## config.mk

```make
export PLATFORM = sky130hd
export DESIGN_NAME = irq_latch_4
export DESIGN_NICKNAME = d
export VERILOG_FILES = /design/src/rtl/irq_latch_4_pkg.sv /design/src/rtl/irq_latch_4_sync_edge.sv /design/src/rtl/irq_latch_4.sv
export SDC_FILE = /design/constraint.sdc
export NUM_CORES = 1
export LEC_CHECK = 0
export ABC_AREA = 0
export CAP_MARGIN = 10
export CORE_MARGIN = 2
export CORE_UTILIZATION = 35
export DETAILED_ROUTE_END_ITERATION = 6
export PLACE_DENSITY = 0.61
export SYNTH_ARGS = -nofsm -noshare
export SYNTH_HDL_FRONTEND = slang
export SYNTH_SLANG_ARGS = --single-unit
export TNS_END_PERCENT = 10
```

## constraint.sdc

```tcl
create_clock -name clk -period 1.3 [get_ports clk]
set_input_delay 0.26 -clock clk [delete_from_list [all_inputs] [get_ports clk]]
set_output_delay 0.26 -clock clk [all_outputs]
set_load 0.02 [all_outputs]
```

## src/rtl/irq_latch_4_pkg.sv

```systemverilog
// Shared constants and state encoding for the four-line interrupt capture stage.
package irq_latch_4_pkg;

  localparam int N_LINES = 4;
  localparam int ID_W    = 2;

  typedef enum logic [1:0] {
    ST_IDLE = 2'd0,
    ST_REQ  = 2'd1,
    ST_GAP  = 2'd2
  } state_t;

endpackage

```

## src/rtl/irq_latch_4_sync_edge.sv

```systemverilog
// One request line: SYNC_STAGES-deep synchroniser followed by a rising-edge detector.
module irq_sync_edge #(
  parameter int SYNC_STAGES = 2
) (
  input  logic clk,
  input  logic rst,
  input  logic irq,
  output logic rise
);

  logic [SYNC_STAGES-1:0] sync_p0;
  logic                   prev_p1;

  if (SYNC_STAGES == 1) begin : g_one
    always_ff @(posedge clk or posedge rst) begin
      if (rst) sync_p0 <= '0;
      else     sync_p0 <= irq;
    end
  end else begin : g_chain
    always_ff @(posedge clk or posedge rst) begin
      if (rst) sync_p0 <= '0;
      else     sync_p0 <= {sync_p0[SYNC_STAGES-2:0], irq};
    end
  end

  // edge-history stage: previous synchronised level
  always_ff @(posedge clk or posedge rst) begin
    if (rst) prev_p1 <= 1'b0;
    else     prev_p1 <= sync_p0[SYNC_STAGES-1];
  end

  assign rise = sync_p0[SYNC_STAGES-1] & ~prev_p1;

endmodule

```

## src/rtl/irq_latch_4.sv

```systemverilog
// Four-line interrupt capture: sticky pending bits, masked encoder feed and a held
// request/acknowledge handshake driven by the external priority encoder result.
module irq_latch_4
  import irq_latch_4_pkg::*;
#(
  parameter int SYNC_STAGES = 2
) (
  input  logic               clk,
  input  logic               rst,
  input  logic [N_LINES-1:0] irq_in,
  input  logic [N_LINES-1:0] mask,
  output logic [N_LINES-1:0] pend_out,
  input  logic [ID_W-1:0]    enc_idx,
  input  logic               enc_valid,
  output logic               irq_req,
  output logic [ID_W-1:0]    irq_id,
  input  logic               irq_ack,
  output logic [N_LINES-1:0] ovf,
  input  logic               ovf_clr
);

  logic [N_LINES-1:0] rise;
  logic [N_LINES-1:0] pending;
  logic [N_LINES-1:0] clr_vec;
  logic [N_LINES-1:0] ovf_set;
  logic [ID_W-1:0]    id_nxt;
  state_t             state, state_nxt;

  for (genvar g = 0; g < N_LINES; g++) begin : g_line
    irq_sync_edge #(.SYNC_STAGES(SYNC_STAGES)) u_sync (
      .clk  (clk),
      .rst  (rst),
      .irq  (irq_in[g]),
      .rise (rise[g])
    );
  end

  assign pend_out = pending & mask;

  always_comb begin
    state_nxt       = state;
    id_nxt          = irq_id;
    irq_req         = 1'b0;
    clr_vec         = '0;
    unique case (state)
      ST_IDLE: begin
        if (enc_valid) begin
          id_nxt    = enc_idx;
          state_nxt = ST_REQ;
        end
      end
      ST_REQ: begin
        irq_req = 1'b1;
        if (irq_ack) begin
          clr_vec[irq_id] = 1'b1;
          state_nxt       = ST_GAP;
        end
      end
      ST_GAP:  state_nxt = ST_IDLE;
      default: state_nxt = ST_IDLE;
    endcase
  end

  // A rise coinciding with the ack-clear keeps the line pending and is not an overflow.
  assign ovf_set = rise & pending & ~clr_vec;

  always_ff @(posedge clk or posedge rst) begin
    if (rst) begin
      state   <= ST_IDLE;
      irq_id  <= '0;
      pending <= '0;
      ovf     <= '0;
    end else begin
      state   <= state_nxt;
      irq_id  <= id_nxt;
      pending <= rise | (pending & ~clr_vec);
      ovf     <= ovf_set | (ovf & {N_LINES{~ovf_clr}});
    end
  end

endmodule

```

==> results.txt, run 1 <==
Status: completed
Die width: 52.3 µm
Worst min path class: in2async
Synthesized area: 816 µm²
Final setup TNS: 0 ns
WL per Instance: 10.7 µm
Mapped Cells: 61
Clock slew at reported path FFs: 0.12 ns
CP max-delay cell: dfrtp_1
Dpl ws: -0.380 ns
Final hold vios: 0
Clk_skew: 0.00342 ns
Num rows: 17
Int Power: 1.19 mW
Period utilization: 96.0%
Crit path max fanout: 2
CTS root buf: clkbuf_4
CTS buffer count: 3
Layout area overhead: 41.0%
Xor/xnor cell area share of the yosys netlist: 0%
Fraction of the mapped netlist area in simple logic gates: 14.4%
Syn Area/Cell: 13.4 µm²
Peak per-stage delay on the critical path: 0.42 ns
Max Root-Sink Buffers: 2
Drt via density: 4.33
RR Endpoint: irq_id[1]
Worst setup margin: 0.0519 ns
Latest clock arrival within the worst-skew pair: 0.30 ns
Initial antenna violation count: 0
Reg2Reg Setup Slack: 0.09 ns
Syn_nets: 76
Total power draw: 1.63 mW
Worst-margin pin slew: 0.288 ns
Max cap viols: 0
Net switching power: 0.440 mW
Leak: 0.522 nW
Post-route cell area: 1150 µm²
Die area: 2730 µm²
Io pins: 26
P per Cell Area: 1420 nW/µm²
Antenna viol nets, final: 0
Worst r2r path cells: 3
Flop pwr share: 53.6%
First-pass GRT wire length: 2.22 mm
VDD IR max: 0.000795 V
Distinct cells, synth: 15
FF+latch count, synth: 24
Vias in the first global route: 542
Fmax achieved: 0.801 GHz
CP Cell Sequence: nor2b_2 > buf_6
Layout cells sized above 1: 20.0%
Final wirelength: 1.32 mm
RSZ-0062 raised after global routing: yes
First-pass detailed-route iteration total: 2
Main combinational cell family by area after synthesis: simple AND/OR/NAND/NOR gates
CTS tree: built
PortBufs: 25
Max-Slew Margin vs Limit: 80.8%
Final antenna diode count: 0
DR vias: 532
CTS sink cnt: 24
Mux cell area share after synthesis: 2.61%
Nets: 111
Core ar.: 2210 µm²
Largest net degree at the start of global routing: 25
Final setup fails: 0
Yosys warnings: 0
Final slew viol count: 0
Data required, critical path: 1.04 ns
Setup crit end kind: primary output
GR Overflow Total: 0
Cts hold-fix bufs: 0
Post-DP HPWL: 943 µm
RR Startpoint: state[1]
Share of the yosys chip area belonging to registers: 73.6%
Critical Path Start Type: register
Final min period: 1.25 ns
H-tree levels: 1
Post-CTS Setup Inserts: 0
Post-synthesis compound-gate area fraction: 6.13%
Hold slack: 0.278 ns
Sw frac: 27.0%
Dpl cell area: 1140 µm²
DRC viols: 0
Clock Power Share: 22.7%
Starting Density: 36.9%
Post-Synth Adder-Cell Area: 0%
Fill count: 215
GRT Util Overall: 11.2%
Comb pwr share: 23.6%
Data arrival, critical path: 0.99 ns
Starting DRT DRC Count: 2
Placer congestion estimate: 0.695
DIE HEIGHT: 52.3 µm
Type of the worst setup path: reg2out
==> routing by layer <==
layer  up-vias  track usage [%]  routed length [µm]
met4         0             6.41                  16
met2        17             18.3                 617
met1       247             13.9                 585
li1        266                -                   -
met3         2             1.71                 103
met5         -                0                   0
==> worst max-delay path: cells and delay by family (launching register included) <==
family | cells | cell delay, ns
DFF | 1 | 0.42
and+or+nand+nor | 1 | 0.14
buffers and inverters | 1 | 0.13
==> power by group through the flow <==
stage	registers, mW	logic [mW]	clock network, mW
2_1_floorplan	0.940	0.152	0
3_3_place_gp	0.889	0.426	0
3_5_place_dp	0.891	0.429	0
4_1_cts	0.875	0.383	0.387
5_1_grt	0.889	0.428	0.412
6_report	0.875	0.385	0.371
==> worst max-delay path by stage <==
stage | slack (ns) | startpoint | cells after the start | to
detailed placement | -0.38 | mask[2] | 3 | pend_out[2]
global route | 0.003 | state[1] | 2 | irq_req
global placement | -0.37 | mask[1] | 3 | pend_out[1]
CTS | 0.004 | state[1] | 2 | irq_req
floorplan | 0.21 | state[0] | 2 | irq_id[1]
finish | 0.05 | state[1] | 2 | irq_req
==> kinds of logic (layout without fill, tap and decap cells) <==
family,after synthesis,after routing
AOI/OAI and AO/OA,9,9
buffers and inverters,7,41
and+or+nand+nor,19,19
muxes,2,2
DFF,24,24
==> cells in the mapped netlist <==
| master | count | area, µm² |
|---|---|---|
| and2_1 | 5 | 31.3 |
| dfrtp_1 | 24 | 601 |
| inv_1 | 7 | 26.3 |
| mux2_1 | 1 | 11.3 |
| mux2i_1 | 1 | 10.0 |
| nand2_1 | 5 | 18.8 |
| nand2b_1 | 4 | 25.0 |
| nand4b_1 | 1 | 8.76 |
| nand4bb_1 | 1 | 11.3 |
| nor2_1 | 1 | 3.75 |
| nor2b_1 | 1 | 6.26 |
| nor3b_2 | 1 | 12.5 |
| o21ai_0 | 1 | 5.00 |
| o21ai_1 | 4 | 20.0 |
| o22ai_1 | 4 | 25.0 |
==> layout by cell type, fill, tap and decap left out, types with 2 or more instances in the layout <==
cell | synthesis | final
dfrtp_1 | 24 | 24
clkdlybuf4s50_1 | 0 | 14
inv_1 | 7 | 7
nand2_1 | 5 | 5
and2_1 | 5 | 5
buf_4 | 0 | 5
nand2b_1 | 4 | 4
o21ai_1 | 4 | 4
o22ai_1 | 4 | 4
clkbuf_4 | 0 | 3
clkbuf_2 | 0 | 3
clkdlybuf4s15_1 | 0 | 3
buf_2 | 0 | 3
buf_6 | 0 | 2
==> per-stage QoR <==
stage	cells	util (%)
after floorplan	61	-
after global placement	119	51.5
after detailed placement	119	51.5
after CTS	123	51.7
after global routing	123	52.0
final	123	52.0
==> final cells by class <==
type	count	area [µm²]	area share, %
sequential	24	601	52.2
timing repair buffer	30	260	22.6
multi-input combinational	30	191	16.6
clock buffer	4	36.3	3.16
tap	28	35.0	3.05
inverter	7	26.3	2.29
==> state kept, by name (all words and copies together) (netlist names) <==
register / cells
g_line.u_sync.prev_p1: 4
g_line.u_sync.sync_p0: 8
irq_id: 2
ovf: 4
pending: 4
state: 2
==> what timing repair did <==
| action | in CTS | in global routing |
|---|---|---|
| cloned | 0 | 0 |
| setup endpoints to repair | 11 | 8 |
| hold endpoints to repair | 0 | 0 |
| resized for setup | 27 | 13 |
No activity file was read; power rests on OpenSTA's default activity.
==> inputs of run 2 (changes only) <==
--- a/config.mk
+++ b/config.mk
@@ -7,10 +7,11 @@
 export LEC_CHECK = 0
 export ABC_AREA = 0
 export CAP_MARGIN = 10
-export CORE_MARGIN = 2
 export CORE_UTILIZATION = 35
 export DETAILED_ROUTE_END_ITERATION = 6
+export GPL_TIMING_DRIVEN = 0
 export PLACE_DENSITY = 0.61
+export SLEW_MARGIN = 5
 export SYNTH_ARGS = -nofsm -noshare
 export SYNTH_HDL_FRONTEND = slang
 export SYNTH_SLANG_ARGS = --single-unit
==> results.txt, run 2 (synthesis gave the netlist of run 1 again) <==
Starting DRT DRC Count: 2
Hold slack: 0.365 ns
Initial antenna violation count: 0
First-pass GRT wire length: 2.17 mm
Clock slew at reported path FFs: 0.12 ns
Int Power: 1.32 mW
RR Startpoint: state[1]
Data required, critical path: 1.04 ns
Antenna viol nets, final: 0
Nets: 108
DIE HEIGHT: 50.3 µm
Sw frac: 25.3%
Crit path max fanout: 5
Type of the worst setup path: reg2out
Setup crit end kind: primary output
RSZ-0062 raised after global routing: yes
CTS sink cnt: 24
Max cap viols: 0
CTS root buf: clkbuf_4
Drt via density: 4.53
WL per Instance: 10.5 µm
Clock Power Share: 29.1%
H-tree levels: 1
Fmax achieved: 0.794 GHz
Hold Path Sink: g_line[3].u_sync.sync_p0[1]
GRT Util Overall: 11.7%
Routed wl met2: 617 µm
Worst min path class: reg2reg
DR WL met3: 64 µm
Worst-margin pin slew: 0.858 ns
Hold Crit Start: g_line[3].u_sync.sync_p0[0]
Largest Register: g_line.u_sync.sync_p0
Final wirelength: 1.27 mm
Period utilization: 96.9%
Final hold vios: 0
Vias in the first global route: 532
DRC viols: 0
VDD IR max: 0.000824 V
DR vias: 544
Placer congestion estimate: 0.670
Net switching power: 0.448 mW
Most frequent cells in the layout: 23 x dfrtp_1, 14 x clkdlybuf4s50_1, 7 x inv_1
Post-Route Utilization: 51.7%
Num rows: 17
Final slew viol count: 0
Dpl ws: -0.411 ns
Status: completed
Layout cells sized above 1: 21.7%
First-pass detailed-route iteration total: 4
Comb pwr share: 20.9%
Clk_skew: 0.00292 ns
Commonest non-fill, non-tap cell in the layout: dfrtp_1
Top sig layer: met4
Die area: 2530 µm²
Flop pwr share: 50.0%
PortBufs: 25
Starting Density: 36.9%
Post-DP HPWL: 962 µm
P per Cell Area: 1550 nW/µm²
Max Root-Sink Buffers: 2
Worst r2r path cells: 3
Critical Path Start Type: register
M1 WL: 570 µm
Data arrival, critical path: 1.00 ns
RR Endpoint: irq_id[1]
Final setup fails: 0
Layout area overhead: 40.2%
Worst setup margin: 0.0409 ns
Final min period: 1.26 ns
Die width: 50.3 µm
Reg2Reg Setup Slack: 0.05 ns
Core ar.: 2210 µm²
Max reg flops: 8
Max-Slew Margin vs Limit: 42.7%
Latest clock arrival within the worst-skew pair: 0.30 ns
Leak: 0.519 nW
CTS buffer count: 3
Io pins: 26
Largest net degree at the start of global routing: 25
GR Overflow Total: 0
Hold Crit Depth: 0
CTS tree: built
Final antenna diode count: 0
==> run 2: cell types whose count changed in the layout (fill, tap and decap cells not counted), sizes merged <==
cell           before  now
buf                10    8
bufinv              0    1
clkdlybuf4s15       3    1
==> run 2: final cells by class <==
| type | count | area (µm²) |
|---|---|---|
| inverters | 7 | 26.3 |
| clock buffers | 3 | 22.5 |
| flip-flops and latches | 24 | 602 |
| repair buffers | 27 | 221 |
| well taps | 28 | 35.0 |
| clock inverters | 1 | 30.0 |
| fillers | 205 | 1070 |
| multi-input cells | 30 | 206 |
==> run 2: repair_timing <==
action,in CTS,in global routing
endpoints found under the hold margin,0,0
setup buffers,1,1
setup endpoints to repair,11,8
hold buffers,0,0
resized for setup,31,14
cloned,0,0
==> run 2: critical path: stages (launching register included) <==
cell and delay (ns):
dfrtp_2 0.46, nor2b_4 0.12, buf_6 0.12
==> run 2: through the flow <==
| stage | cell area, µm² | TNS (ns) | instances | total power, mW |
|---|---|---|---|---|
| after floorplan | 816 | 0 | 61 | 1.09 |
| after global placement | 1100 | -3.52 | 114 | 1.28 |
| after detailed placement | 1100 | -3.99 | 114 | 1.29 |
| after CTS | 1140 | -0.0382 | 119 | 1.78 |
| after global routing | 1140 | -0.0315 | 120 | 1.88 |
| final | 1140 | 0 | 120 | 1.77 |
==> run 2: how the worst max path moves through the flow <==
stage,from,end,depth (start not counted)
global route,state[1],irq_req,2
detailed placement,mask[3],pend_out[3],3
finish,state[1],irq_req,2
CTS,state[1],irq_req,2
floorplan,state[0],irq_id[1],2
global placement,mask[3],pend_out[3],3
==> run 2: routing by layer <==
layer	vias up	global-route usage, %
li1	262	-
met1	264	14.5
met2	16	19.8
met3	2	1.82
met4	0	5.71
met5	-	0
==> run 2: power groups by stage <==
| stage | clock network (mW) | logic, mW | registers [mW] |
|---|---|---|---|
| 2_1_floorplan | 0 | 0.152 | 0.940 |
| 3_3_place_gp | 0 | 0.382 | 0.901 |
| 3_5_place_dp | 0 | 0.387 | 0.904 |
| 4_1_cts | 0.539 | 0.361 | 0.882 |
| 5_1_grt | 0.570 | 0.408 | 0.898 |
| 6_report | 0.514 | 0.370 | 0.884 |
